File: src/rtl/vu_pkg.sv
// Shared types and constants for the stereo VU-meter scheduler.
package vu_pkg;

    localparam int VU_LEVEL_W  = 32;
    localparam int VU_SAMPLE_W = 16;
    localparam int VU_MAG_W    = VU_SAMPLE_W + 1;
    localparam int VU_NUM_LEDS = 6;

    // Default LED thresholds, strictly increasing.
    localparam logic [VU_LEVEL_W-1:0] VU_TH1_DEF = 32'd1000;
    localparam logic [VU_LEVEL_W-1:0] VU_TH2_DEF = 32'd3000;
    localparam logic [VU_LEVEL_W-1:0] VU_TH3_DEF = 32'd9000;
    localparam logic [VU_LEVEL_W-1:0] VU_TH4_DEF = 32'd20000;
    localparam logic [VU_LEVEL_W-1:0] VU_TH5_DEF = 32'd40000;
    localparam logic [VU_LEVEL_W-1:0] VU_TH6_DEF = 32'd80000;

    typedef enum logic [1:0] {
        LEFT  = 2'd0,
        RIGHT = 2'd1,
        MAX   = 2'd2,
        ALT   = 2'd3
    } vu_mode_e;

    typedef enum logic [1:0] {
        IDLE  = 2'd0,
        UPD_L = 2'd1,
        UPD_R = 2'd2
    } vu_seq_state_e;

    // Latched stereo sample pair.
    typedef struct packed {
        logic signed [VU_SAMPLE_W-1:0] l;
        logic signed [VU_SAMPLE_W-1:0] r;
    } vu_pair_t;

    // Thermometer code: bit k is set when level exceeds threshold k.
    function automatic logic [VU_NUM_LEDS-1:0] vu_thermo(
        input logic [VU_LEVEL_W-1:0]                  level,
        input logic [VU_NUM_LEDS-1:0][VU_LEVEL_W-1:0] th
    );
        logic [VU_NUM_LEDS-1:0] t;
        for (int k = 0; k < VU_NUM_LEDS; k++) begin
            t[k] = (level > th[k]);
        end
        return t;
    endfunction

endpackage

File: src/rtl/vu_level_update.sv
// Shared leaky-integrator step: |sample|, decay, add, saturate.
module vu_level_update
    import vu_pkg::*;
#(
    parameter int DECAY_SHIFT = 11,
    parameter int SCALE_SHIFT = 10
) (
    input  logic signed [VU_SAMPLE_W-1:0] sample_i,
    input  logic        [VU_LEVEL_W-1:0]  level_i,
    output logic        [VU_LEVEL_W-1:0]  level_o
);

    logic [VU_MAG_W-1:0]   ext;
    logic [VU_MAG_W-1:0]   mag;
    logic [VU_LEVEL_W:0]   sum;

    // 17-bit magnitude so -32768 maps to 32768; the decay term never exceeds
    // the level, so only the carry out of bit 31 needs saturating.
    always_comb begin
        ext     = {sample_i[VU_SAMPLE_W-1], sample_i};
        mag     = sample_i[VU_SAMPLE_W-1] ? (~ext + 1'b1) : ext;
        sum     = {1'b0, level_i}
                - {1'b0, (level_i >> DECAY_SHIFT)}
                + (VU_LEVEL_W+1)'(mag >> SCALE_SHIFT);
        level_o = sum[VU_LEVEL_W] ? '1 : sum[VU_LEVEL_W-1:0];
    end

endmodule

File: src/rtl/vu_stereo_sched.sv
// Stereo VU scheduler: one shared integrator unit time-multiplexed over
// left/right, plus LED refresh divider and channel display selection.
module vu_stereo_sched
    import vu_pkg::*;
#(
    parameter int                    DECAY_SHIFT = 11,
    parameter int                    SCALE_SHIFT = 10,
    parameter logic [VU_LEVEL_W-1:0] TH1         = VU_TH1_DEF,
    parameter logic [VU_LEVEL_W-1:0] TH2         = VU_TH2_DEF,
    parameter logic [VU_LEVEL_W-1:0] TH3         = VU_TH3_DEF,
    parameter logic [VU_LEVEL_W-1:0] TH4         = VU_TH4_DEF,
    parameter logic [VU_LEVEL_W-1:0] TH5         = VU_TH5_DEF,
    parameter logic [VU_LEVEL_W-1:0] TH6         = VU_TH6_DEF,
    parameter int                    LED_DIV     = 540000,
    parameter int                    ALT_TICKS   = 50
) (
    input  logic                          clk_i,
    input  logic                          rst_i,
    input  logic                          sample_stb_i,
    input  logic signed [VU_SAMPLE_W-1:0] left_sample_i,
    input  logic signed [VU_SAMPLE_W-1:0] right_sample_i,
    input  logic        [1:0]             mode_i,
    output logic        [VU_NUM_LEDS-1:0] leds_o,
    output logic                          chan_o,
    output logic        [VU_LEVEL_W-1:0]  level_l_o,
    output logic        [VU_LEVEL_W-1:0]  level_r_o,
    output logic                          busy_o,
    output logic                          overrun_o
);

    localparam int DIV_W = (LED_DIV > 1) ? $clog2(LED_DIV) : 1;
    localparam int ALT_W = (ALT_TICKS > 1) ? $clog2(ALT_TICKS) : 1;
    localparam logic [VU_NUM_LEDS-1:0][VU_LEVEL_W-1:0] TH_ARR =
        {TH6, TH5, TH4, TH3, TH2, TH1};

    vu_seq_state_e           state_q;
    vu_pair_t                hold_q;
    logic [VU_LEVEL_W-1:0]   level_l_q, level_r_q;
    logic                    busy_q, overrun_q;

    logic [DIV_W-1:0]        div_q;
    logic                    tick_q;
    logic [ALT_W-1:0]        alt_cnt_q;
    logic                    alt_q;
    logic [VU_NUM_LEDS-1:0]  leds_q;
    logic                    chan_q;

    logic signed [VU_SAMPLE_W-1:0] upd_sample_d;
    logic [VU_LEVEL_W-1:0]         upd_level_d;
    logic [VU_LEVEL_W-1:0]         upd_new_d;
    logic                          sel_chan_d;
    logic [VU_LEVEL_W-1:0]         sel_level_d;

    // Operand mux for the shared update unit: right operands only in UPD_R.
    always_comb begin
        upd_sample_d = hold_q.l;
        upd_level_d  = level_l_q;
        if (state_q == UPD_R) begin
            upd_sample_d = hold_q.r;
            upd_level_d  = level_r_q;
        end
    end

    vu_level_update #(
        .DECAY_SHIFT (DECAY_SHIFT),
        .SCALE_SHIFT (SCALE_SHIFT)
    ) u_upd (
        .sample_i (upd_sample_d),
        .level_i  (upd_level_d),
        .level_o  (upd_new_d)
    );

    // Sequencer: latch pair, update left, update right; strobes while busy drop.
    always_ff @(posedge clk_i) begin
        if (rst_i) begin
            state_q   <= IDLE;
            hold_q    <= '0;
            level_l_q <= '0;
            level_r_q <= '0;
            busy_q    <= 1'b0;
            overrun_q <= 1'b0;
        end else begin
            overrun_q <= 1'b0;
            case (state_q)
                IDLE: begin
                    if (sample_stb_i) begin
                        hold_q.l <= left_sample_i;
                        hold_q.r <= right_sample_i;
                        state_q  <= UPD_L;
                        busy_q   <= 1'b1;
                    end
                end
                UPD_L: begin
                    level_l_q <= upd_new_d;
                    overrun_q <= sample_stb_i;
                    state_q   <= UPD_R;
                end
                UPD_R: begin
                    level_r_q <= upd_new_d;
                    overrun_q <= sample_stb_i;
                    state_q   <= IDLE;
                    busy_q    <= 1'b0;
                end
                default: begin
                    state_q <= IDLE;
                    busy_q  <= 1'b0;
                end
            endcase
        end
    end

    // Channel choice for the display, from pre-write level registers.
    always_comb begin
        sel_chan_d = 1'b0;
        case (vu_mode_e'(mode_i))
            LEFT:    sel_chan_d = 1'b0;
            RIGHT:   sel_chan_d = 1'b1;
            MAX:     sel_chan_d = (level_r_q > level_l_q);
            ALT:     sel_chan_d = alt_q;
            default: sel_chan_d = 1'b0;
        endcase
        sel_level_d = sel_chan_d ? level_r_q : level_l_q;
    end

    // LED refresh divider and tick strobe.
    always_ff @(posedge clk_i) begin
        if (rst_i) begin
            div_q  <= '0;
            tick_q <= 1'b0;
        end else begin
            tick_q <= (div_q == DIV_W'(LED_DIV - 1));
            div_q  <= (div_q == DIV_W'(LED_DIV - 1)) ? '0 : div_q + 1'b1;
        end
    end

    // Alternate-mode channel swap and display register, both stepped on tick.
    always_ff @(posedge clk_i) begin
        if (rst_i) begin
            alt_cnt_q <= '0;
            alt_q     <= 1'b0;
            leds_q    <= '0;
            chan_q    <= 1'b0;
        end else if (tick_q) begin
            if (alt_cnt_q == ALT_W'(ALT_TICKS - 1)) begin
                alt_cnt_q <= '0;
                alt_q     <= ~alt_q;
            end else begin
                alt_cnt_q <= alt_cnt_q + 1'b1;
            end
            leds_q <= vu_thermo(sel_level_d, TH_ARR);
            chan_q <= sel_chan_d;
        end
    end

    assign leds_o    = leds_q;
    assign chan_o    = chan_q;
    assign level_l_o = level_l_q;
    assign level_r_o = level_r_q;
    assign busy_o    = busy_q;
    assign overrun_o = overrun_q;

endmodule

File: config.mk
export PLATFORM = sky130hd
export DESIGN_NAME = vu_stereo_sched
export DESIGN_NICKNAME = d
export VERILOG_FILES = /design/src/rtl/vu_pkg.sv /design/src/rtl/vu_level_update.sv /design/src/rtl/vu_stereo_sched.sv
export SDC_FILE = /design/constraint.sdc
export NUM_CORES = 1
export LEC_CHECK = 0
export ABC_CLOCK_PERIOD_IN_PS = 9850
export BUFFER_PORTS_ARGS = -buffer_cell sky130_fd_sc_hd__buf_4
export CORE_UTILIZATION = 40
export CTS_CLUSTER_DIAMETER = 100
export CTS_CLUSTER_SIZE = 16
export DETAILED_ROUTE_END_ITERATION = 8
export HOLD_SLACK_MARGIN = 0.03
export SYNTH_ARGS = -nofsm -noshare
export SYNTH_HDL_FRONTEND = slang
export SYNTH_SLANG_ARGS = --single-unit
File: constraint.sdc
create_clock -name clk_i -period 9.85 [get_ports clk_i]
set_input_delay 0.4925 -clock clk_i [delete_from_list [all_inputs] [get_ports clk_i]]
set_output_delay 0.4925 -clock clk_i [all_outputs]
set_load 0.05 [all_outputs]
==> impl_metrics.tcl <==
set metrics [dict create \
    powerDensity_nw_per_um2 224.3 \
    die_w_um 153.8 \
    worst-path-stages 21 \
    clock_skew_ns 0.009503 \
    tns_ns 0 \
    fin_crit_sh 0.6637 \
    fin_util 0.4740 \
    grt_usage 0.2244 \
    cts_tree "built" \
    worst-path-buf-inv 3 \
    synth_area_leaders "dfxtp_1, ha_1, a311oi_1, nand2_1, nor2_1" \
    io_buffer_count 109 \
    drt_iter0_drc 679 \
    setup_viol 0 \
    avgSynthCellArea_um2 7.837 \
    drc 2 \
    drive_gt1_frac 0.1276 \
    grt_pass1_wl_um 42250 \
    yosysWarnings 0 \
    synth_edf_count 0 \
    start_util 0.4071 \
    slew_headroom 0.2901 \
    antenna_found_initial 0 \
    core_area_um2 22640 \
    ys_types 62 \
    grt_pass1_vias 7898 \
    layout.nets 1371 \
    synthArstFlopShare 0 \
    yosys.area.top_type_share 0.2932 \
    synth_cells 1176 \
    n_antenna_cell 0 \
    vias 8732 \
    fp-row-count 55 \
    drt-vias-per-instance 5.674 \
    drtPass1Iterations 8 \
    violations "design-rule violations" \
    ant_nets 0 \
    dieArea_um2 23650 \
    die_h_um 153.8 \
    r2r_start "state_q[0]" \
    cp-start-kind "flop" \
    area_growth_pct 16.44 \
    cp_cell_sequence "inv_1, ha_4, buf_4, nor2b_1, a211oi_1, nand2_1, nand2_1, xor2_1, mux2i_1, fa_1, ha_1, o21a_1, o31a_1, o21ai_2, o31ai_2, a221oi_4, o211ai_2, a31oi_4, xor2_4, buf_4, a311oi_1" \
    rsz0062_at_grt "false" \
    cp-end-kind "flop" \
    clkTransAtPathRegs_ns 0.07 \
    cpPeakStageDelay_ns 0.75 \
    insertion_delay_ns 0.43 \
    critPathArrivalTime_ns 6.81 \
    hp-class "input pin to flop" \
    wl_um 26600 \
    fmax_mhz 153.0 \
    status "finished with violations" \
    rr_worst_depth 21 \
    h-tree-depth 4 \
    ys.flop_type "dfxtp_1" \
    dp_hpwl_um 19780 \
    gr-total-overflow 0 \
    worstPathMaxFanout 89 \
    required_ns 10.12 \
    cts_made_buffers 17 \
    ys_ff_latch 135 \
    io_pins 110 \
    clock-root-buffer "clkbuf_16" \
    hold_violations 0 \
    p_leak_nw 4.382 \
    clockBufferDepth 2 \
    finalCriticalPeriod_ns 6.538 \
    synth_most_common_cell "nand2_1" \
    synth_top_cell_by_area "dfxtp_1" \
    worst_pin_slew_ns 1.065 \
    hold_start "right_sample_i[6]" \
    whs_ns 0.3062 \
    cp_top_family "compound AO/OA/AOI/OAI gates" \
    syn_area_um2 9216 \
    avgRoutedWirePerCell_um 17.28 \
    synthesis.nets 1306 \
    cts_sinks 135 \
    grt_max_degree 90 \
    synth_seq_area_share 0.2932 \
    crit_start "state_q[0]" \
    path_class "flop to flop" \
    gp_congestion 0.8685 \
    slowest_stage "buf_4" \
    postCtsHoldBufs 0 \
    cts.repair.resized 0 \
    vdd_drop_max_uv 112.5 \
    hold_depth 3 \
    postCtsSetupRepairBufs 0 \
    final_max_slew_viol_count 0 \
    drv_cap 0 \
    synth_common_cells "nand2_1, nor2_1, dfxtp_1" \
]
[registers in the layout (all words and copies together), names as in the netlist]
register	cells
level_l_o	32
alt_q	1
hold_q	32
alt_cnt_q	6
overrun_o	1
chan_o	1
level_r_o	32
state_q	2
tick_q	1
div_q	20
leds_o	6
busy_o	1
[path summary, 6_finish.rpt]
check        slack [ns]       endpoint
max                3.31  level_l_o[19]
min                0.31      hold_q[6]
max reg2reg        3.31  level_l_o[19]
min reg2reg        0.46     hold_q[23]
[cells in the final DEF (no fill, tap or decap), drive strengths merged, types with 4 or more instances in the layout]
cell and count:
nand2b 6, nor4b 4, a21o 24, nor3 22, o21a 16, a311oi 64, a211o 4, buf 114
a211oi 9, nand2 139, o21ai 60, dfxtp 135, nand3 22, and4 7, inv 88, o21bai 4
nor2 136, mux2i 13, nor2b 11, or2 4, ha 86, xor2 28, and3 14, a31oi 9
nand4 21, or3 8, o31ai 5, o311ai 4, xnor2 24, nor4 22, a21oi 81, fa 7
a41oi 4, o211ai 5, clkbuf 17
[kinds of logic (layout without fill, tap and decap cells)]
kind of cell | after synthesis | in the layout | synth area share
XOR/XNOR | 52 | 52 | 0.05145
adder cells (fa/ha/maj) | 93 | 93 | 0.1320
buffers and inverters | 148 | 226 | 0.06516
AO/OA/AOI/OAI | 306 | 306 | 0.2279
multiplexers | 14 | 14 | 0.01534
flip-flops | 135 | 135 | 0.2932
AND/OR/NAND/NOR | 427 | 427 | 0.2145
other | 1 | 1 | 0.0004069
[where the power goes]
group | total [W] | switching [W] | leakage (nW) | internal [W]
Combinational | 0.00111 | 0.000716 | 3.00 | 0.000396
Clock | 0.000638 | 0.000281 | 0.278 | 0.000357
Sequential | 0.000658 | 0.0000717 | 1.10 | 0.000586
[cell type report]
cell class | count | area (um^2)
multi-input cells | 893 | 5933
repair buffers | 114 | 855.8
fillers | 2269 | 11910
clock buffers | 17 | 425.4
inverters | 80 | 300.3
clock inverters | 15 | 157.7
well taps | 285 | 356.6
flip-flops and latches | 135 | 2703
[metrics by stage]
step	setup WS, ns	power [W]	instances	area [um^2]
3_5_place_dp	3.359	0.001767	1507	10150
6_report	3.312	0.002407	1539	10730
5_1_grt	2.694	0.002562	1539	10730
3_3_place_gp	3.503	0.001762	1507	10150
4_1_cts	3.326	0.002417	1539	10730
2_1_floorplan	4.605	0.001503	1176	9216
[per-layer routing]
metal	share of wire	vias up	track usage
met1	0.47	4108	0.3080
met5	0	-	0
met4	0.017	0	0.07476
li1	-	4361	-
met2	0.46	235	0.3556
met3	0.061	28	0.03749
[worst min-delay path: cells and delay by family]
kind / cells / cell delay (ns)
simple gates: 1 / 0.04
buf+inv: 1 / 0.11
compound gates: 1 / 0.05
Power figures use the tool's default switching activity.
